==> config.mk <==
export PLATFORM = sky130hd
export DESIGN_NAME = axi_grid_mni
export DESIGN_NICKNAME = d
export VERILOG_FILES = /design/src/rtl/axi_grid_mni.sv
export SDC_FILE = /design/constraint.sdc
export NUM_CORES = 1
export LEC_CHECK = 0
export BUFFER_PORTS_ARGS = -buffer_cell sky130_fd_sc_hd__buf_2
export CAP_MARGIN = 25
export CORE_MARGIN = 3
export CORE_UTILIZATION = 45
export CTS_CLUSTER_DIAMETER = 60
export DETAILED_ROUTE_END_ITERATION = 16
export GPL_ROUTABILITY_DRIVEN = 0
export GPL_TIMING_DRIVEN = 0
export HOLD_SLACK_MARGIN = 0.08
export PLACE_DENSITY = 0.73
export SYNTH_ARGS = -nofsm -noshare
export SYNTH_HDL_FRONTEND = slang
export SYNTH_SLANG_ARGS = --single-unit
==> constraint.sdc <==
create_clock -name clk_i -period 6.1 [get_ports clk_i]
set_clock_uncertainty 0.2 [all_clocks]
set_input_delay 0.61 -clock clk_i [delete_from_list [all_inputs] [get_ports clk_i]]
set_output_delay 0.61 -clock clk_i [all_outputs]
set_load 0.01 [all_outputs]
==> src/rtl/axi_grid_mni.sv <==
// Master network interface: accepts AXI request flits from the grid, replays them as an AXI master
// toward the local slave, and routes B/R responses back to the requesting node via per-id tracking.
module axi_grid_mni #(
  parameter int NI_ID     = 0,
  parameter int GRID_ID_W = 4,
  parameter int ID_W      = 4,
  parameter int ADDR_W    = 32,
  parameter int DATA_W    = 64,
  parameter int MAX_OUT   = 7
) (
  input  logic                                    clk_i,
  input  logic                                    arst_ni,
  // grid request side
  input  logic                                    g_aw_valid_i,
  output logic                                    g_aw_ready_o,
  input  logic [GRID_ID_W+ID_W+ADDR_W+8-1:0]      g_aw_i,
  input  logic                                    g_w_valid_i,
  output logic                                    g_w_ready_o,
  input  logic [DATA_W+DATA_W/8+1-1:0]            g_w_i,
  input  logic                                    g_ar_valid_i,
  output logic                                    g_ar_ready_o,
  input  logic [GRID_ID_W+ID_W+ADDR_W+8-1:0]      g_ar_i,
  // grid response side
  output logic                                    g_b_valid_o,
  input  logic                                    g_b_ready_i,
  output logic [2*GRID_ID_W+ID_W+2-1:0]           g_b_o,
  output logic                                    g_r_valid_o,
  input  logic                                    g_r_ready_i,
  output logic [2*GRID_ID_W+ID_W+DATA_W+3-1:0]    g_r_o,
  // AXI master side
  output logic                                    m_aw_valid_o,
  input  logic                                    m_aw_ready_i,
  output logic [ID_W+ADDR_W+8-1:0]                m_aw_o,
  output logic                                    m_w_valid_o,
  input  logic                                    m_w_ready_i,
  output logic [DATA_W+DATA_W/8+1-1:0]            m_w_o,
  output logic                                    m_ar_valid_o,
  input  logic                                    m_ar_ready_i,
  output logic [ID_W+ADDR_W+8-1:0]                m_ar_o,
  input  logic                                    m_b_valid_i,
  output logic                                    m_b_ready_o,
  input  logic [ID_W+2-1:0]                       m_b_i,
  input  logic                                    m_r_valid_i,
  output logic                                    m_r_ready_o,
  input  logic [ID_W+DATA_W+3-1:0]                m_r_i,
  output logic                                    err_o
);

  // Handshake rule on every channel: a beat transfers on a rising edge where valid and ready are
  // both high; a raised valid stays high with stable payload until that transfer happens.

  localparam int GREQ_W   = GRID_ID_W + ID_W + ADDR_W + 8;
  localparam int MREQ_W   = ID_W + ADDR_W + 8;
  localparam int DEPTH    = 1 << ID_W;
  localparam int CNT_W    = $clog2(MAX_OUT + 1);
  localparam int CRED_MAX = DEPTH * MAX_OUT;
  localparam int CRED_W   = $clog2(CRED_MAX + 1);
  localparam logic [CNT_W-1:0]     CNT_FULL  = CNT_W'(MAX_OUT);
  localparam logic [CRED_W-1:0]    CRED_FULL = CRED_W'(CRED_MAX);
  localparam logic [GRID_ID_W-1:0] SELF      = GRID_ID_W'(NI_ID);

  logic [GRID_ID_W-1:0] wsrc [DEPTH];
  logic [CNT_W-1:0]     wcnt [DEPTH];
  logic [GRID_ID_W-1:0] rsrc [DEPTH];
  logic [CNT_W-1:0]     rcnt [DEPTH];

  logic                 aw_vld, ar_vld;
  logic [MREQ_W-1:0]    aw_q, ar_q;
  logic [CRED_W-1:0]    w_credit;

  logic [GRID_ID_W-1:0] aw_src, ar_src;
  logic [ID_W-1:0]      aw_id, ar_id, b_id, r_id;
  logic                 aw_acc, ar_acc, credit_ok, credit_nz;
  logic                 aw_hs_m, w_last_hs;
  logic                 b_known, r_known, b_hs, r_hs, w_ret, r_ret, r_last;
  logic [GRID_ID_W-1:0] b_dst, r_dst;

  assign aw_src = g_aw_i[GREQ_W-1 -: GRID_ID_W];
  assign aw_id  = g_aw_i[ADDR_W+8 +: ID_W];
  assign ar_src = g_ar_i[GREQ_W-1 -: GRID_ID_W];
  assign ar_id  = g_ar_i[ADDR_W+8 +: ID_W];
  assign b_id   = m_b_i[2 +: ID_W];
  assign r_id   = m_r_i[DATA_W+3 +: ID_W];
  assign r_last = m_r_i[0];

  // The AW register is counted against the credit so the counter can never pass its ceiling.
  assign credit_ok = (w_credit + CRED_W'(aw_vld)) < CRED_FULL;
  assign credit_nz = w_credit != '0;

  assign g_aw_ready_o = arst_ni & (!aw_vld | m_aw_ready_i)
                      & ((wcnt[aw_id] == '0) | (wsrc[aw_id] == aw_src))
                      & (wcnt[aw_id] < CNT_FULL) & credit_ok;
  assign g_ar_ready_o = arst_ni & (!ar_vld | m_ar_ready_i)
                      & ((rcnt[ar_id] == '0) | (rsrc[ar_id] == ar_src))
                      & (rcnt[ar_id] < CNT_FULL);
  assign aw_acc = g_aw_valid_i & g_aw_ready_o;
  assign ar_acc = g_ar_valid_i & g_ar_ready_o;

  assign m_aw_valid_o = aw_vld;
  assign m_aw_o       = aw_q;
  assign m_ar_valid_o = ar_vld;
  assign m_ar_o       = ar_q;

  // Write data is only released once its AW has left on the master side.
  assign g_w_ready_o = arst_ni & m_w_ready_i & credit_nz;
  assign m_w_valid_o = arst_ni & g_w_valid_i & credit_nz;
  assign m_w_o       = g_w_i;
  assign aw_hs_m     = m_aw_valid_o & m_aw_ready_i;
  assign w_last_hs   = g_w_valid_i & g_w_ready_o & g_w_i[0];

  assign b_known     = wcnt[b_id] != '0;
  assign b_dst       = b_known ? wsrc[b_id] : SELF;
  assign g_b_valid_o = arst_ni & m_b_valid_i;
  assign m_b_ready_o = arst_ni & g_b_ready_i;
  assign g_b_o       = {b_dst, SELF, m_b_i};
  assign b_hs        = g_b_valid_o & g_b_ready_i;
  assign w_ret       = b_hs & b_known;

  assign r_known     = rcnt[r_id] != '0;
  assign r_dst       = r_known ? rsrc[r_id] : SELF;
  assign g_r_valid_o = arst_ni & m_r_valid_i;
  assign m_r_ready_o = arst_ni & g_r_ready_i;
  assign g_r_o       = {r_dst, SELF, m_r_i};
  assign r_hs        = g_r_valid_o & g_r_ready_i;
  assign r_ret       = r_hs & r_last & r_known;

  assign err_o = (b_hs & !b_known) | (r_hs & !r_known);

  always_ff @(posedge clk_i) begin
    if (!arst_ni) begin
      aw_vld <= 1'b0;
      ar_vld <= 1'b0;
    end else begin
      if (aw_acc)            aw_vld <= 1'b1;
      else if (m_aw_ready_i) aw_vld <= 1'b0;
      if (ar_acc)            ar_vld <= 1'b1;
      else if (m_ar_ready_i) ar_vld <= 1'b0;
    end
  end

  always_ff @(posedge clk_i) begin
    if (aw_acc) aw_q <= g_aw_i[MREQ_W-1:0];
    if (ar_acc) ar_q <= g_ar_i[MREQ_W-1:0];
  end

  always_ff @(posedge clk_i) begin
    if (!arst_ni)                    w_credit <= '0;
    else if (aw_hs_m && !w_last_hs)  w_credit <= w_credit + CRED_W'(1);
    else if (!aw_hs_m && w_last_hs)  w_credit <= w_credit - CRED_W'(1);
  end

  // An accept and a retire on the same id cancel; the new requester still takes ownership.
  always_ff @(posedge clk_i) begin
    for (int i = 0; i < DEPTH; i++) begin
      if (!arst_ni) begin
        wcnt[i] <= '0;
        wsrc[i] <= '0;
        rcnt[i] <= '0;
        rsrc[i] <= '0;
      end else begin
        if (aw_acc && aw_id == ID_W'(i)) begin
          wsrc[i] <= aw_src;
          if (!(w_ret && b_id == ID_W'(i))) wcnt[i] <= wcnt[i] + CNT_W'(1);
        end else if (w_ret && b_id == ID_W'(i)) begin
          wcnt[i] <= wcnt[i] - CNT_W'(1);
        end
        if (ar_acc && ar_id == ID_W'(i)) begin
          rsrc[i] <= ar_src;
          if (!(r_ret && r_id == ID_W'(i))) rcnt[i] <= rcnt[i] + CNT_W'(1);
        end else if (r_ret && r_id == ID_W'(i)) begin
          rcnt[i] <= rcnt[i] - CNT_W'(1);
        end
      end
    end
  end

endmodule
# Word-level counts from Yosys, hierarchy flattened
# Memory sizes are Yosys's and may differ from the RTL's.
# Cells that the tools add are included.
[classes] n_addsub=67 n_lt_le_gt_ge=3 n_eq_ne=62 muxes=457 bitwise=128 reduce_logical=84
[op_table] op="2-to-1 mux 1 bit" count=357
[op_table] op="2-to-1 mux 3 bit" count=64
[op_table] op="2-to-1 mux 4 bit" count=34
[op_table] op="== test 4 bit, second input constant" count=32
[op_table] op="bitwise OR 1 bit" count=101
[op_table] op="adder 3 x 1 -> 3 bit, second input constant" count=32
[op_table] op="subtractor 3 x 1 -> 3 bit, second input constant" count=32
[op_table] op="logical AND 1 bit" count=66
[op_table] op="== test 4 x 3 -> 1 bit, second input constant" count=16
[op_table] op="== test 4 x 2 -> 1 bit, second input constant" count=8
[op_table] op="bitwise AND 1 bit" count=27
[op_table] op="== test 4 x 1 -> 1 bit, second input constant" count=4
[op_table] op="logical NOT 4 bit" count=4
[op_table] op="2-to-1 mux 7 bit" count=2
[op_table] op="== test 4 bit" count=2
[op_table] op="adder 7 x 1 -> 7 bit" count=1
[op_table] op="adder 7 x 1 -> 7 bit, second input constant" count=1
[op_table] op="less-than comparator 7 bit, second input constant" count=1
[op_table] op="nonzero test 7 bit" count=1
[op_table] op="subtractor 7 x 1 -> 7 bit, second input constant" count=1
[op_table] op="logical NOT 1 bit" count=6
[op_table] op="logical NOT 3 bit" count=2
[op_table] op="less-than comparator 3 bit, second input constant" count=2
[op_table] op="nonzero test 2 bit" count=3
[op_table] op="nonzero test 3 bit" count=2
[word_totals] reg_bits=97 mem_bits_rw=224 input_bits=258 output_inout_bits=265 word_cells=810 memories=4
[memory_table] memory="rsrc" words=16 word_bits=4 read_ports=2 rd_clocked_by_memory_dff=0 wr=16 line="64" source="logic [GRID_ID_W-1:0] rsrc [DEPTH];"
[memory_table] memory="wsrc" words=16 word_bits=4 read_ports=2 rd_clocked_by_memory_dff=0 wr=16 line="62" source="logic [GRID_ID_W-1:0] wsrc [DEPTH];"
[memory_table] memory="rcnt" words=16 word_bits=3 read_ports=18 rd_clocked_by_memory_dff=0 wr=16 line="65" source="logic [CNT_W-1:0] rcnt [DEPTH];"
[memory_table] memory="wcnt" words=16 word_bits=3 read_ports=18 rd_clocked_by_memory_dff=0 wr=16 line="63" source="logic [CNT_W-1:0] wcnt [DEPTH];"

# Longest topological paths before layout
[depth] word_depth=13 mapped_depth=16 ltp_nobuf=15

# Least setup slack after synthesis
# OpenSTA, ideal clock, no wires.
[synth_timing] kind="input port to flip-flop" startpoint="input g_aw_i[41]" endpoint="register aw_q[0], in the netlist m_aw_o[0] (enable)" setup_time_ps=445 arrival_time_ps=4579 required_time_ps=5455 path_slack_ps=876 stages=12 path_buffers=5 path_cell_list="buf_2 buf_4 buf_2 mux4_2 a22oi_1 nand2_1 a211oi_1 or2_2 o21ai_1 buf_2 buf_2 nor2_1"
[synth_via] elab_chain_cells=7 word_cells_on_any_way=10 cone_classes="order compare: 1; eq/ne: 1; bitwise: 5; reduce/logical: 1; memory: 2"
[synth_rtl] element="from (decl)" line="16" source="input logic [GRID_ID_W+ID_W+ADDR_W+8-1:0] g_aw_i,"
[synth_rtl] element="memory (16 x 4 bit) or memory (16 x 3 bit) (tied branches)"
[synth_rtl] element="== test 4 bit or logical NOT 3 bit (tied branches)" line="91" source="& ((wcnt[aw_id] == '0) | (wsrc[aw_id] == aw_src))"
[synth_rtl] element="bitwise OR 1 bit" line="91"
[synth_rtl] element="bitwise AND 1 bit" line="91"
[synth_rtl] element="bitwise AND 1 bit * (2 in a row)" line="92" source="& (wcnt[aw_id] < CNT_FULL) & credit_ok;"
[synth_rtl] element="bitwise AND 1 bit *" line="96" source="assign aw_acc = g_aw_valid_i & g_aw_ready_o;"
[synth_rtl] element="named net aw_acc" line="73" source="logic aw_acc, ar_acc, credit_ok, credit_nz;"
[synth_rtl] element="to (signal assigned)" line="142" source="if (aw_acc) aw_q <= g_aw_i[MREQ_W-1:0];"
[synth_rtl] element="to (decl)" line="68" source="logic [MREQ_W-1:0] aw_q, ar_q;"
# The timed path passes the listed nets; every way through them passes the cells marked *.
# A chain may end at the register's enable or synchronous reset.

# Worst setup path after layout
[layout_timing] startpoint="input g_aw_i[41]" endpoint="output g_aw_ready_o"
[layout_via] elab_chain_cells=6 word_cells_on_any_way=9 cone_classes="order compare: 1; eq/ne: 1; bitwise: 4; reduce/logical: 1; memory: 2"
[layout_rtl] element="memory (16 x 4 bit) or memory (16 x 3 bit) (tied branches)"
[layout_rtl] element="== test 4 bit or logical NOT 3 bit (tied branches)" line="91"
[layout_rtl] element="bitwise OR 1 bit" line="91"
[layout_rtl] element="bitwise AND 1 bit" line="91"
[layout_rtl] element="bitwise AND 1 bit * (2 in a row)" line="92"
[layout_rtl] element="to (decl)" line="15" source="output logic g_aw_ready_o,"
# Every way passes the cells marked *; elsewhere a longest branch is shown, timed or not.

==> results.md <==
- Worst R2R Path Depth: 11
- Most frequent cell after synthesis: edfxtp_1
- Max_cap viols: 0
- IO Count: 523
- First-pass GRT wire length: 95600 um
- Crit end category: output pin
- Final Hold Fails: 0
- Clk buf depth: 3
- Setup WS post-layout: 0.963 ns
- Final ANT Viol Nets: 0
- Vias in the first global route: 16780
- CP Class: in2out
- Aggregate global-route resource usage: 25.7%
- Clock-pin slew on the worst setup and hold paths: 0.05 ns
- H-tree Lvls: 2
- Final instance area: 25500 sq um
- #FFs+latches synth: 321
- TritonCTS clock tree: yes
- Die height: 220 um
- Area after DPL: 23300 sq um
- Synth area leaders: edfxtp_1 (45%), mux4_2 (11%), buf_4 (6.0%), ha_1 (4.0%), mux2i_1 (2.2%)
- CP arrival: 4.33 ns
- Dominant synthesized flop cell: edfxtp_1
- Max Fclk: 195 MHz
- Final #Nets: 2588
- Syn avg cell area: 11.8 sq um
- Synth Warn #: 0
- Synthesis-to-finish area growth: 23.5%
- Synth top area share: 45.4%
- Core area: 44800 sq um
- Clk_lat worst skew: 0.57 ns
- Post-Syn Area: 20700 sq um
- Initial antenna violation count: 0
- Via density: 5.89
- Drt initial violations: 1998
- Die area: 48500 sq um
- Worst hold stages: 1
- PortBufs: 367
- DR pass1 iterations: 6
- Die X: 220 um
- Post-synth EDFFs: 312
- LEAKAGE: 10.4 nW
- DP Worst Slack: 1.04 ns
- Total gr overflow: 0
- Run status: finished, final reports clean
- CTS root buf: clkbuf_16
- Row count: 77
- Post-synth top area cell: edfxtp_1
- Power Density: 233 nW/um^2
- Post-Synthesis Cells: 1757
- Synth top cells by count: edfxtp_1 (312), buf_4 (165), nand2_1 (116), mux4_2 (99), nor2_1 (97)
- RSZ-0062 raised after global routing: no
- Fillcell total: 3651
- Layout cell share with drive strength beyond 1: 34.3%
- Required time worst endpoint: 5.29 ns
- Initial Util: 46.1%
- Final TNS setup: 0 ns
- Async set or reset register ratio after synthesis: 0%
- Max-slew violation count: 0
- Largest net degree at the start of global routing: 33
- # DRC: 0
- Routed vias: 16976
- Maximum vdd drop: 0.220 mV
- Post-cts gate resize count: 0
- Final setup vio count: 0
- Synth unique cells: 81
- DRT Wirelength: 64800 um
- Worst Max-Slew Pin Slew: 1.06 ns
- Total power: 5.94 mW
- Fin crit share: 84.2%
- Number of clock sinks: 321
- Inserted Clock Buffers: 38
- Slew HR: 28.9%
- Diodes inserted: 0
- Sequential-to-total area share from yosys stat: 46.2%
- Minimum clock period: 5.14 ns
- Crit Path Max Fanout: 10
- Hold Path Class: in2reg
- Register area: 9550 sq um
- Startpoint types: input pin
- Multi-input logic area: 9190 sq um
- Drt wl/cell: 22.5 um
- Final HPWL DP: 49000 um
what timing repair did:
| item | in CTS | in global routing |
|---|---|---|
| endpoints found under the setup margin | 0 | 0 |
| hold endpoints to repair | 85 | 0 |
| setup buffers | 0 | 0 |
| hold buffers | 85 | 0 |
worst paths after layout:
kind | slack (ns) | to | from
worst max-delay path | 0.96 | g_aw_ready_o | g_aw_i[41]
worst min-delay path | 0.11 | m_ar_o[40] | g_ar_i[40]
worst max register to register | 1.71 | rcnt[8][2] | rcnt[7][0]
worst min register to register | 0.34 | w_credit[6] | w_credit[6]
power breakdown:
group	leakage, nW	switching (mW)	internal [mW]
registers	3.18	0.0726	2.51
clock network	0.638	0.928	1.48
logic	6.61	0.520	0.421
state kept, by name, summed over array words and instances, names as in the netlist:
register and count:
rcnt 48, wsrc 64, w_credit 7, rsrc 64, m_aw_o 44, m_ar_o 44
m_ar_valid_o 1, m_aw_valid_o 1, wcnt 48
cells by family (layout without fill, tap and decap cells):
logic type	Yosys count	after routing	share of synthesized area (%)
AO/OA/AOI/OAI	184	184	7.30
XOR/XNOR	44	44	1.87
adder cells (fa/ha/maj)	69	69	4.29
buffers and inverters	332	856	9.49
flip-flops	321	321	46.2
multiplexers	148	148	13.2
other	1	8	0.0182
AND/OR/NAND/NOR	658	658	17.6
final cells by class:
cell class | instances | area share, %
multi-input combinational | 1111 | 36.0
inverter | 83 | 1.22
clock inverter | 21 | 1.21
sequential | 321 | 37.4
clock buffer | 46 | 3.96
buffer | 249 | 6.46
timing repair buffer | 457 | 10.8
tap | 592 | 2.90
cells in the final DEF, fill, tap and decap left out, types with 32 or more instances in the layout:
cell type      netlist  routed
and2_1              50      50
and3_1              48      48
buf_2               24     393
buf_4              165     166
clkbuf_1            41      46
clkbuf_16            0      38
dlygate4sd3_1        0      85
edfxtp_1           312     312
ha_1                66      66
inv_1               81      81
mux2i_1             45      45
mux4_2              99      99
nand2_1            116     116
nand2b_1            39      39
nand3_1             57      57
nand3b_1            32      32
nor2_1              97      95
nor2b_1             51      51
nor3_1              84      84
o21ai_0             42      42
xnor2_1             33      33
per-stage QoR:
stage	hold WS, ns	std cells	util [%]
floorplan	0.278	1764	-
global placement	0.299	2723	51.9
detailed placement	0.351	2728	52.1
CTS	0.0889	2880	56.9
global route	0.0962	2880	56.9
finish	0.107	2880	56.9
worst max-delay path: stages:
cell and delay [ns]:
dlygate4sd3_1 0.54, buf_2 0.11, buf_2 0.36, buf_4 0.30, buf_2 0.38, mux4_2 0.37, mux2i_1 0.26, xnor2_1 0.17
o211a_1 0.19, o21ai_1 0.52, inv_1 0.28, buf_2 0.22
metal layers:
metal	up-vias	routed length, um	GRT usage [%]
met3	188	7810	6.34
met2	1209	30600	42.8
li1	7396	-	-
met5	-	0	0
met4	0	2250	9.34
met1	8183	24200	32.7
No activity file was read; power rests on OpenSTA's default activity.
